`src/rtl/ext_int_gateway.sv`:
```
// -----------------------------------------------------------------------------
// ext_int_gateway
//
// Platform-side external interrupt source for the core's trap logic. Device
// interrupt lines are synchronized, latched as pending by a per-source
// gateway (level or edge mode), masked by per-source enables and reduced to
// a single external interrupt request. Software services interrupts with a
// claim/complete handshake over a small word-addressed register port.
//
// Register map (addr[3:2]; addr[1:0] ignored), bit i <-> interrupt id i+1:
//   0x0 PENDING  read-only
//   0x4 ENABLE   read/write
//   0x8 EDGE     read/write, 1 = edge-triggered, 0 = level
//   0xC CLAIM    read = claim (returns id, 0 = none), write = complete(id)
// Bits [XLEN-1:SOURCES] read 0 and ignore writes.
//
// Ports:
//   i_clk     core clock, single clock domain
//   i_rst     asynchronous, active-high reset
//   i_src     raw device interrupt lines, asynchronous to i_clk
//   i_addr    byte address of the register access
//   i_wdata   write data
//   i_write   write strobe, one cycle per access
//   i_read    read strobe, one cycle per access (ignored when i_write=1)
//   o_rdata   read data, valid while o_rvalid=1
//   o_rvalid  one-cycle pulse the cycle after an accepted read
//   o_exti    external interrupt request, |(pending & enable)
// -----------------------------------------------------------------------------
module ext_int_gateway #(
  parameter int SOURCES = 8,
  parameter int XLEN    = 32
) (
  input  logic               i_clk,
  input  logic               i_rst,
  input  logic [SOURCES-1:0] i_src,
  input  logic [3:0]         i_addr,
  input  logic [XLEN-1:0]    i_wdata,
  input  logic               i_write,
  input  logic               i_read,
  output logic [XLEN-1:0]    o_rdata,
  output logic               o_rvalid,
  output logic               o_exti
);

  localparam logic [1:0] REG_PENDING = 2'd0;
  localparam logic [1:0] REG_ENABLE  = 2'd1;
  localparam logic [1:0] REG_EDGE    = 2'd2;
  localparam logic [1:0] REG_CLAIM   = 2'd3;

  localparam logic [SOURCES-1:0] ZERO_SRC = {SOURCES{1'b0}};

  // ---------------------------------------------------------------------------
  // Helpers
  // ---------------------------------------------------------------------------

  // Lowest set bit index i reported as id i+1; 0 when no bit is set.
  function automatic logic [4:0] f_lowest_id(input logic [SOURCES-1:0] v);
    logic [4:0] id;
    id = 5'd0;
    // Scanning downwards lets the lowest set index overwrite higher ones.
    for (int i = SOURCES - 1; i >= 0; i--) begin
      if (v[i]) begin
        id = 5'(i + 1);
      end else begin
        id = id;
      end
    end
    return id;
  endfunction

  // One-hot mask for an id in 1..SOURCES; ids 0 and above SOURCES give 0.
  function automatic logic [SOURCES-1:0] f_id_to_mask(input logic [4:0] id);
    logic [SOURCES-1:0] m;
    m = ZERO_SRC;
    for (int i = 0; i < SOURCES; i++) begin
      if (id == 5'(i + 1)) begin
        m[i] = 1'b1;
      end else begin
        m[i] = 1'b0;
      end
    end
    return m;
  endfunction

  // Zero-extend a per-source vector to the register data width.
  function automatic logic [XLEN-1:0] f_zext_src(input logic [SOURCES-1:0] v);
    return {{(XLEN - SOURCES){1'b0}}, v};
  endfunction

  // Zero-extend a 5-bit id to the register data width.
  function automatic logic [XLEN-1:0] f_zext_id(input logic [4:0] id);
    return {{(XLEN - 5){1'b0}}, id};
  endfunction

  // ---------------------------------------------------------------------------
  // State
  // ---------------------------------------------------------------------------
  logic [SOURCES-1:0] r_s1;
  logic [SOURCES-1:0] r_s2;
  logic [SOURCES-1:0] r_s2_d;
  logic [SOURCES-1:0] r_pending;
  logic [SOURCES-1:0] r_in_service;
  logic [SOURCES-1:0] r_enable;
  logic [SOURCES-1:0] r_edge;
  logic [XLEN-1:0]    r_rdata;
  logic               r_rvalid;

  // ---------------------------------------------------------------------------
  // Combinational decode
  // ---------------------------------------------------------------------------
  logic [1:0]         w_reg_sel;
  logic               w_rd;
  logic               w_claim;
  logic               w_complete;
  logic [SOURCES-1:0] w_eligible;
  logic [4:0]         w_claim_id;
  logic [SOURCES-1:0] w_claim_mask;
  logic [SOURCES-1:0] w_cmpl_mask;
  logic [SOURCES-1:0] w_trigger;
  logic [SOURCES-1:0] w_set;
  logic [SOURCES-1:0] w_pending_nxt;
  logic [SOURCES-1:0] w_in_service_nxt;
  logic [XLEN-1:0]    w_rd_mux;
  logic               w_unused;

  assign w_reg_sel  = i_addr[3:2];
  // A simultaneous write wins; the read is dropped entirely.
  assign w_rd       = i_read & ~i_write;
  assign w_claim    = w_rd & (w_reg_sel == REG_CLAIM);
  assign w_complete = i_write & (w_reg_sel == REG_CLAIM);
  assign w_eligible = r_pending & r_enable;
  assign w_claim_id = f_lowest_id(w_eligible);

  // Bits that carry no function, collected so they are visibly consumed.
  assign w_unused = ^{i_addr[1:0], i_wdata[XLEN-1:SOURCES]};

  // Claim/complete masks and gateway trigger for this edge.
  always_comb begin
    w_claim_mask = ZERO_SRC;
    w_cmpl_mask  = ZERO_SRC;
    if (w_claim) begin
      w_claim_mask = f_id_to_mask(w_claim_id);
    end else begin
      w_claim_mask = ZERO_SRC;
    end
    // Completing an id that is not in service is a no-op.
    if (w_complete) begin
      w_cmpl_mask = f_id_to_mask(i_wdata[4:0]) & r_in_service;
    end else begin
      w_cmpl_mask = ZERO_SRC;
    end
    // Edge mode fires on a synchronized rising edge, level mode on high.
    w_trigger = (r_edge & r_s2 & ~r_s2_d) | (~r_edge & r_s2);
    // The old in_service blocks setting, so a completed level source
    // re-pends one edge after the complete.
    w_set = w_trigger & ~r_in_service;
    // Claim clears after the gateway set, so a claim wins a same-edge set.
    w_pending_nxt    = (r_pending | w_set) & ~w_claim_mask;
    w_in_service_nxt = (r_in_service | w_claim_mask) & ~w_cmpl_mask;
  end

  // Read data source for the selected register.
  always_comb begin
    w_rd_mux = {XLEN{1'b0}};
    case (w_reg_sel)
      REG_PENDING: w_rd_mux = f_zext_src(r_pending);
      REG_ENABLE:  w_rd_mux = f_zext_src(r_enable);
      REG_EDGE:    w_rd_mux = f_zext_src(r_edge);
      REG_CLAIM:   w_rd_mux = f_zext_id(w_claim_id);
      default:     w_rd_mux = {XLEN{1'b0}};
    endcase
  end

  // ---------------------------------------------------------------------------
  // Sequential logic
  // ---------------------------------------------------------------------------

  // Two-flop synchronizer plus one delayed copy for edge detection.
  always_ff @(posedge i_clk or posedge i_rst) begin
    if (i_rst) begin
      r_s1   <= ZERO_SRC;
      r_s2   <= ZERO_SRC;
      r_s2_d <= ZERO_SRC;
    end else begin
      r_s1   <= i_src;
      r_s2   <= r_s1;
      r_s2_d <= r_s2;
    end
  end

  // Pending and in-service bookkeeping.
  always_ff @(posedge i_clk or posedge i_rst) begin
    if (i_rst) begin
      r_pending    <= ZERO_SRC;
      r_in_service <= ZERO_SRC;
    end else begin
      r_pending    <= w_pending_nxt;
      r_in_service <= w_in_service_nxt;
    end
  end

  // Software-writable configuration registers.
  always_ff @(posedge i_clk or posedge i_rst) begin
    if (i_rst) begin
      r_enable <= ZERO_SRC;
      r_edge   <= ZERO_SRC;
    end else if (i_write && (w_reg_sel == REG_ENABLE)) begin
      r_enable <= i_wdata[SOURCES-1:0];
    end else if (i_write && (w_reg_sel == REG_EDGE)) begin
      r_edge <= i_wdata[SOURCES-1:0];
    end else begin
      r_enable <= r_enable;
      r_edge   <= r_edge;
    end
  end

  // Registered read response; data holds between reads.
  always_ff @(posedge i_clk or posedge i_rst) begin
    if (i_rst) begin
      r_rdata  <= {XLEN{1'b0}};
      r_rvalid <= 1'b0;
    end else if (w_rd) begin
      r_rdata  <= w_rd_mux;
      r_rvalid <= 1'b1;
    end else begin
      r_rdata  <= r_rdata;
      r_rvalid <= 1'b0;
    end
  end

  assign o_rdata  = r_rdata;
  assign o_rvalid = r_rvalid;
  // Straight from registered state: masking takes effect the edge ENABLE changes.
  assign o_exti   = |(r_pending & r_enable);

endmodule
```
`config.mk`:
```
export PLATFORM = sky130hd
export DESIGN_NAME = ext_int_gateway
export DESIGN_NICKNAME = d
export VERILOG_FILES = /design/src/rtl/ext_int_gateway.sv
export SDC_FILE = /design/constraint.sdc
export NUM_CORES = 1
export LEC_CHECK = 0
export CORE_MARGIN = 2
export CORE_UTILIZATION = 51
export DETAILED_ROUTE_END_ITERATION = 10
export GPL_ROUTABILITY_DRIVEN = 0
export PLACE_DENSITY = 0.94
export SETUP_SLACK_MARGIN = 0.02
export SLEW_MARGIN = 10
export SYNTH_ARGS = -nofsm -noshare
export SYNTH_HDL_FRONTEND = slang
export SYNTH_SLANG_ARGS = --single-unit
```
`constraint.sdc`:
```
create_clock -name i_clk -period 3.95 [get_ports i_clk]
set_clock_uncertainty 0.2 [all_clocks]
set_input_delay 0.79 -clock i_clk [delete_from_list [all_inputs] [get_ports i_clk]]
set_output_delay 0.79 -clock i_clk [all_outputs]
set_load 0.05 [all_outputs]
```
==> results of run 1 <==
-- logic make-up (layout without fill, tap and decap cells) --
family	after synthesis	after routing	share of synthesized area (%)
AO/OA/AOI/OAI	63	63	14.5
flip-flops	65	65	57.9
multiplexers	20	20	7.83
other	1	24	0.133
AND/OR/NAND/NOR	60	60	10.7
buffers and inverters	43	64	8.99
-- cells in the mapped netlist, drive strengths merged --
library cell / instances
nand2b: 3
o21a: 2
mux2i: 4
o31ai: 2
inv: 13
a21bo: 1
a32o: 1
clkinv: 1
a31o: 1
nand4: 1
clkbuf: 3
nor2b: 2
a22oi: 3
o22ai: 2
dfrtp: 65
a222oi: 1
nor4: 1
nand3b: 2
a31oi: 10
conb: 1
a21oi: 10
nand2: 26
a211oi: 2
a22o: 2
o32ai: 1
or3: 2
o211ai: 1
and2: 2
nor2: 12
o21ai: 21
a2bb2oi: 1
a41oi: 2
mux2: 16
nor3: 1
nand3: 7
nand4b: 1
buf: 26
-- routing by layer --
metal / vias up / global-route usage, %
met3: 20 / 5.06
met4: 0 / 11.9
met1: 959 / 26.6
met2: 109 / 31.1
li1: 916 / -
met5: - / 0
-- metrics by stage --
stage / setup slack, ns / instances / instance area (µm²)
floorplan: 1.33 / 275 / 2900
global placement: 0.944 / 352 / 3120
detailed placement: 0.924 / 352 / 3120
CTS: 0.567 / 368 / 3330
global route: 0.461 / 368 / 3330
finish: 0.550 / 368 / 3330
-- flip-flops by register name, summed over array words and instances, names as in the netlist --
register,count
o_rdata,8
o_rvalid,1
r_edge,8
r_enable,8
r_in_service,8
r_pending,8
r_s1,8
r_s2,8
r_s2_d,8
-- worst max path at each step --
stage                      start     endpoint  slack [ns]
floorplan                  i_rst   o_rdata[0]        1.33
global placement       i_addr[3]  r_enable[7]        0.94
detailed placement     i_addr[3]  r_enable[6]        0.92
CTS                 r_pending[2]       o_exti        0.57
global route        r_pending[2]       o_exti        0.46
finish              r_pending[2]       o_exti        0.55
-- cell type report --
type	count	area, µm²
clock inverter	6	82.6
inverter	14	52.6
tap	72	90.1
multi-input combinational	167	1020
sequential	65	1630
clock buffer	10	128
fill	456	2070
timing repair buffer	34	333
-- power breakdown --
group | switching, µW | internal (µW)
sequential | 76.7 | 759
combinational | 255 | 141
clock | 244 | 352
==> out/qor.yml, run 1 <==
run_status: "complete, no violations"
critical_path.slowest_cell: "clkdlybuf4s50_1"
num_rows: 27
max_stage_delay_ns: 0.74
min-delay-start: "r_s1[2]"
antenna_cells: 0
drive_gt1_share_pct: 14.9
hold_buffers: 0
final_max_slew_viol_count: 0
detail_route.wl_per_cell_um: 15.0
synth_area_um2: 2810
p_total_uw: 1830
drc: 0
fin_nets: 339
hold_viol: 0
grt_overflow: 0
die_area_um2: 6120
ys_seq_area_share_pct: 57.9
via_count: 2004
setup_violations: 0
end_kind: "primary output"
final_common_cell: "dfrtp_1"
synth.avg_cell_area_um2: 11.2
maxSlewHeadroom_pct: 53.3
p_per_area_nw_per_um2: 549
hold_ws_ns: 0.149
cp.required_ns: 2.96
layout_min_cycle_time_ns: 3.40
fin_setup_tns_ns: 0
whs_endpoint: "r_s2[2]"
final_core_utilization_pct: 61.6
holdCritPathClass: "flop to flop"
viasPerCell: 5.45
die_w_um: 78.2
routed_wl_um: 5530
yosysWarnings: 0
crit_chain: "a222oi_1, nand3_1, clkdlybuf4s50_1"
cp_num_cells: 3
clkSinkCount: 65
synth.distinct_cells: 44
fin_crit_sh_pct: 86.1
r2r_cells: 5
post_cts_buffers: 0
arrival_ns: 2.41
cts.path.max_buffers: 2
peakVddDrop_v: 0.000330
cts_root_buf: "clkbuf_8"
dieHeight_um: 78.2
wl_met3_um: 439
grt_pass1_vias: 1905
clk_latency_ns: 0.34
regToRegSetupSlack_ns: 1.67
wl_met1_um: 2260
r2r-end: "r_pending[6]"
synthTopCellsByArea: "dfrtp_1, buf_4, mux2_2"
io_buffer_count: 31
synth-seq-cells: 65
yosys.area.top_type: "dfrtp_1"
antenna_found_initial: 0
most-common-layout-cells: "dfrtp_1, clkdlybuf4s50_1, nand2_1"
crit_buf_inv: 1
dr_wl_met2_um: 2690
whs_path_depth: 0
syn_inst: 252
cts.repair.resized: 0
worst_slew_pin_slew_ns: 0.701
max-cap-violations: 0
critPathLaunchType: "flop"
initial_core_util_pct: 52.0
timing.rr.start: "r_pending[2]"
area_growth_pct: 18.5
ant_nets: 0
max_freq_ghz: 0.294
power_leakage_uw: 0.00145
cts-buffers-inserted: 9
dpl.hpwl_um: 3920
first_iter_violations: 298
critPathKind: "flop to primary output"
worst-path-max-fanout: 6
tritoncts: "done"
grt_max_degree: 44
synth_top_area_share_pct: 57.9
coreArea_um2: 5410
path_delay_family: "buffers and inverters"
grtUsageTotal_pct: 20.4
io_pins: 82
routed.top_layer: "met4"
htree_num_levels: 3
path_clk_slew_ns: 0.07
firstDrtPassIters: 7
grt_pass1_wl_um: 9340
rsz0062_at_grt: "no"
(Power assumes the default switching activity.)
==> run 2: changes to the inputs <==
--- a/config.mk
+++ b/config.mk
@@ -5,8 +5,10 @@
 export SDC_FILE = /design/constraint.sdc
 export NUM_CORES = 1
 export LEC_CHECK = 0
+export CELL_PAD_IN_SITES_DETAIL_PLACEMENT = 0
+export CELL_PAD_IN_SITES_GLOBAL_PLACEMENT = 1
 export CORE_MARGIN = 2
-export CORE_UTILIZATION = 51
+export CORE_UTILIZATION = 39
 export DETAILED_ROUTE_END_ITERATION = 10
 export GPL_ROUTABILITY_DRIVEN = 0
 export PLACE_DENSITY = 0.94
==> run 2 against run 1 <==
Against the previous run:
- sequential cell count unchanged
- largest cell class unchanged
- hold slack lost 0.0034 ns
- sequential power is essentially flat
- fmax rose by 1.2%
- critical path depth is the same
- core utilization down 13 points
- non-clock buffer count unchanged
- routed wire length is 0.69% higher
- final cell count is 6.3% higher
- final area rose by 1.3%
==> out/qor.yml, run 2 (synthesis gave the netlist of run 1 again) <==
first_iter_violations: 110  # -63%
rsz0062_at_grt: "no"
most-common-layout-cells: "dfrtp_1, clkdlybuf4s50_1, nand2_1"
final_core_utilization_pct: 49.1  # -13 points
peakVddDrop_v: 0.000192  # -42%
firstDrtPassIters: 4  # -3
crit_buf_inv: 1  # unchanged
path_delay_family: "buffers and inverters"
critPathLaunchType: "flop"
hold_viol: 0  # unchanged
p_per_area_nw_per_um2: 543  # -1.1%
timing.rr.start: "r_pending[2]"
detail_route.wl_per_cell_um: 14.2  # -5.2%
worst-path-max-fanout: 6  # unchanged
critPathKind: "flop to primary output"
min-delay-start: "r_s1[5]"
max_stage_delay_ns: 0.74  # about the same
clkSinkCount: 65  # unchanged
max-cap-violations: 0  # unchanged
run_status: "complete, no violations"
critical_path.slowest_cell: "clkdlybuf4s50_1"
drive_gt1_share_pct: 14.2  # -0.63 points
cts.repair.resized: 0  # unchanged
final_max_slew_viol_count: 0  # unchanged
preCtsSetupSlack_ns: 0.956  # +0.0317 ns
htree_num_levels: 3  # unchanged
antenna_cells: 0  # unchanged
drc: 0  # unchanged
io_buffer_count: 31  # unchanged
cts.path.max_buffers: 2  # unchanged
hold_buffers: 0  # unchanged
cp.required_ns: 2.96  # about the same
io_pins: 82  # unchanged
via_count: 1915  # -4.4%
max_freq_ghz: 0.298  # +1.2%
path_clk_slew_ns: 0.06  # about the same
cts-buffers-inserted: 9  # unchanged
grtUsageTotal_pct: 15.5  # -4.9 points
die_w_um: 88.9  # +14%
grt_pass1_vias: 1822  # -4.4%
fin_setup_tns_ns: 0  # unchanged
layout_min_cycle_time_ns: 3.36  # -0.0398 ns
grt_max_degree: 66  # +50%
maxSlewHeadroom_pct: 56.9  # +3.6 points
tritoncts: "done"
fin_nets: 339  # unchanged
viasPerCell: 4.90  # -10%
holdCritPathClass: "flop to flop"
setup_ws_ns: 0.589  # +0.0398 ns
clk_latency_ns: 0.34  # about the same
setup_violations: 0  # unchanged
coreArea_um2: 6870  # +27%
arrival_ns: 2.37  # -0.04 ns
crit_chain: "a222oi_1, nand3_1, clkdlybuf4s50_1"
num_rows: 30  # +11%
fin_crit_sh_pct: 85.1  # -1.0 points
dieHeight_um: 88.9  # +14%
die_area_um2: 7900  # +29%
grt_overflow: 0  # unchanged
crit_path_start: "r_pending[2]"
post_cts_buffers: 0  # unchanged
power_leakage_uw: 0.00145  # +0.35%
initial_core_util_pct: 40.9  # -11 points
worst_slew_pin_slew_ns: 0.647  # -0.0539 ns
antenna_found_initial: 0  # unchanged
area_growth_pct: 20.0
final_common_cell: "dfrtp_1"
cts_root_buf: "clkbuf_8"
routed_wl_um: 5570  # +0.69%
dpl.hpwl_um: 3830  # -2.3%
end_kind: "primary output"
grt_pass1_wl_um: 8940  # -4.3%
ant_nets: 0  # unchanged
==> run 2: area by class of cell <==
cell class                      count  area (µm²)
Sequential cell                    65        1630
Timing Repair Buffer               34         345
Inverter                           14        52.6
Clock buffer                       12         145
Tap cell                           96         120
Fill cell                         639        3500
Multi-Input combinational cell    167        1020
Clock inverter                      3        65.1
==> run 2: worst paths after layout <==
check | endpoint | slack (ns) | cells past startpoint
min in group asynchronous | r_s2[1] | 0.62 | 3
worst max-delay path | o_exti | 0.59 | 3
worst min-delay path | r_s2[5] | 0.15 | 0
max in group asynchronous | r_in_service[6] | 2.63 | 3
worst min register to register | r_s2[5] | 0.15 | 0
worst max register to register | r_pending[6] | 1.76 | 5
==> run 2: routing by layer <==
layer	track usage, %	share of wire (%)	wire, µm	up-vias
met5	0	0	0	-
met4	7.44	2.4	135	0
met3	4.99	6.8	378	14
met2	23.2	46	2570	66
met1	20.4	45	2490	924
li1	-	-	-	911
==> run 2: metrics by stage <==
step / hold WS (ns) / instances / total power, µW / instance area [µm²]
finish: 0.146 / 391 / 1830 / 3370
global route: 0.151 / 391 / 1930 / 3370
CTS: 0.146 / 391 / 1850 / 3370
detailed placement: 0.135 / 376 / 1240 / 3160
global placement: 0.132 / 376 / 1220 / 3160
floorplan: 0.131 / 275 / 1130 / 2900
==> run 2: power breakdown <==
part           total [µW]  switching [µW]  leakage (µW)  internal [µW]
Sequential            837            77.2      0.000754            760
Clock                 601             233      0.000106            369
Combinational         392             250      0.000594            143
==> run 2: worst reg2reg max path, delay by kind of cell (launching register included) <==
family,cells,cell delay (ns)
compound gates,2,0.80
flops,1,0.46
simple gates,3,0.63
==> run 3: changes to the inputs <==
--- a/config.mk
+++ b/config.mk
@@ -7,11 +7,11 @@
 export LEC_CHECK = 0
 export CELL_PAD_IN_SITES_DETAIL_PLACEMENT = 0
 export CELL_PAD_IN_SITES_GLOBAL_PLACEMENT = 1
-export CORE_MARGIN = 2
-export CORE_UTILIZATION = 39
+export CORE_UTILIZATION = 40
+export CTS_BUF_LIST = sky130_fd_sc_hd__clkbuf_4 sky130_fd_sc_hd__clkbuf_8
 export DETAILED_ROUTE_END_ITERATION = 10
 export GPL_ROUTABILITY_DRIVEN = 0
-export PLACE_DENSITY = 0.94
+export PLACE_DENSITY = 0.95
 export SETUP_SLACK_MARGIN = 0.02
 export SLEW_MARGIN = 10
 export SYNTH_ARGS = -nofsm -noshare
==> run 3 against run 2 <==
Against the previous run:
- clock-buffer cell count is the same
- setup slack gained 0.052 ns
- first-iteration DRC count grew 27%
- critical path type unchanged
- largest cell class unchanged
==> out/qor.yml, run 3 (synthesis gave the netlist of run 1 again) <==
htree_num_levels: 3  # unchanged
hold_viol: 0  # unchanged
path_clk_slew_ns: 0.07  # about the same
end_kind: "primary output"
whs_endpoint: "r_s2[1]"
dpl.hpwl_um: 3730  # -2.8%
tritoncts: "done"
detail_route.wl_per_cell_um: 13.5  # -5.1%
final_core_utilization_pct: 49.9  # +0.82 points
setup_ws_ns: 0.641  # +0.0516 ns
final_common_cell: "dfrtp_1"
final_area_um2: 3390  # +0.56%
first_iter_violations: 140  # +27%
critPathKind: "flop to primary output"
grtUsageTotal_pct: 16.6  # +1.1 points
max-cap-violations: 0  # unchanged
grt_pass1_wl_um: 9050  # +1.2%
dpl-instance-area_um2: 3160  # -0.16%
dp.cells: 377  # +0.27%
whs_path_depth: 0  # unchanged
hold_buffers: 0  # unchanged
drive_gt1_share_pct: 15.5  # +1.3 points
power_leakage_uw: 0.00146  # +0.44%
die_area_um2: 7370  # -6.8%
grt_overflow: 0  # unchanged
num_rows: 30  # unchanged
viasPerCell: 4.89  # -0.20%
drc: 0  # unchanged
clkSinkCount: 65  # unchanged
fin_nets: 340  # +0.29%
timing.rr.start: "r_pending[2]"
cts-buffers-inserted: 9  # unchanged
rsz0062_at_grt: "no"
routed_wl_um: 5310  # -4.6%
die_w_um: 85.8  # -3.5%
holdCritPathClass: "flop to flop"
r2r-end: "r_pending[6]"
via_count: 1921  # +0.31%
peakVddDrop_v: 0.000279  # +45%
worst_slew_pin_slew_ns: 0.803  # +0.156 ns
grtUsageMet3_pct: 4.72  # -0.27 points
final_cells: 393  # +0.51%
grt_max_degree: 66  # unchanged
min-delay-start: "r_s1[1]"
coreArea_um2: 6790  # -1.1%
io_buffer_count: 31  # unchanged
regToRegSetupSlack_ns: 1.76  # about the same
r2r_cells: 5  # unchanged
io_pins: 82  # unchanged
use_met1_pct: 21.7  # +1.3 points
cts_root_buf: "clkbuf_8"
clk_latency_ns: 0.34  # about the same
maxSlewHeadroom_pct: 46.5  # -10 points
grt_pass1_vias: 1811  # -0.60%
fin_setup_tns_ns: 0  # unchanged
fin_crit_sh_pct: 83.8  # -1.3 points
antenna_cells: 0  # unchanged
run_status: "complete, no violations"
setup_violations: 0  # unchanged
firstDrtPassIters: 4  # unchanged
worst-path-max-fanout: 6  # unchanged
area_growth_pct: 20.6
p_per_area_nw_per_um2: 550  # +1.3%
max_freq_ghz: 0.302  # +1.6%
cts.path.max_buffers: 2  # unchanged
critPathLaunchType: "flop"
top_usage_layer: "met2"
layout_min_cycle_time_ns: 3.31  # -0.0516 ns
initial_core_util_pct: 41.4  # +0.45 points
dieHeight_um: 85.8  # -3.5%
grt_util_met2_pct: 25.2  # +2.0 points
preCtsSetupSlack_ns: 0.994  # +0.0382 ns
post_cts_buffers: 0  # unchanged
arrival_ns: 2.32  # -0.05 ns
final_max_slew_viol_count: 0  # unchanged
antenna_found_initial: 0  # unchanged
most-common-layout-cells: "dfrtp_1, clkdlybuf4s50_1, nand2_1"
ant_nets: 0  # unchanged
cp.required_ns: 2.96  # about the same
cts.repair.resized: 0  # unchanged
==> run 3: changes by cell type in the layout (fill, tap and decap cells not counted), sizes merged <==
cell and change:
clkinvlp +2, buf +1, clkinv -1
==> run 3: power breakdown <==
part           leakage (µW)  internal [µW]  switching (µW)
clock network      0.000112            397             241
registers          0.000754            760            76.3
logic              0.000594            142             249
total               0.00146           1300             566
==> run 3: layout make-up <==
cell class / instances / area, µm²
well taps: 96 / 120
flip-flops and latches: 65 / 1630
clock buffers: 12 / 159
clock inverters: 4 / 75.1
fillers: 615 / 3400
inverters: 14 / 52.6
multi-input cells: 167 / 1020
repair buffers: 35 / 340
==> run 3: worst max path at each step <==
stage | end | from | slack [ns]
2_1_floorplan | o_rdata[0] | i_rst | 1.33
3_3_place_gp | o_exti | r_pending[2] | 1.00
3_5_place_dp | r_in_service[1] | i_write | 0.99
4_1_cts | o_exti | r_pending[2] | 0.63
5_1_grt | o_exti | r_pending[2] | 0.52
6_report | o_exti | r_pending[2] | 0.64
==> run 3: metrics by stage <==
stage	hold slack [ns]	total power, µW
6_report	0.151	1860
5_1_grt	0.157	1960
4_1_cts	0.151	1890
3_5_place_dp	0.137	1240
3_3_place_gp	0.132	1220
2_1_floorplan	0.131	1130
==> run 3: critical path: stages, from the launching register on <==
cell and delay [ns]:
dfrtp_1 0.46, a222oi_1 0.64, nand3_1 0.15, clkdlybuf4s50_1 0.74
==> run 3: routing by layer <==
metal  part of all wire [%]  vias to the layer above
li1                       -                      920
met1                     46                      938
met2                     47                       55
met3                    4.8                        8
met4                    1.9                        0
met5                      0                        -
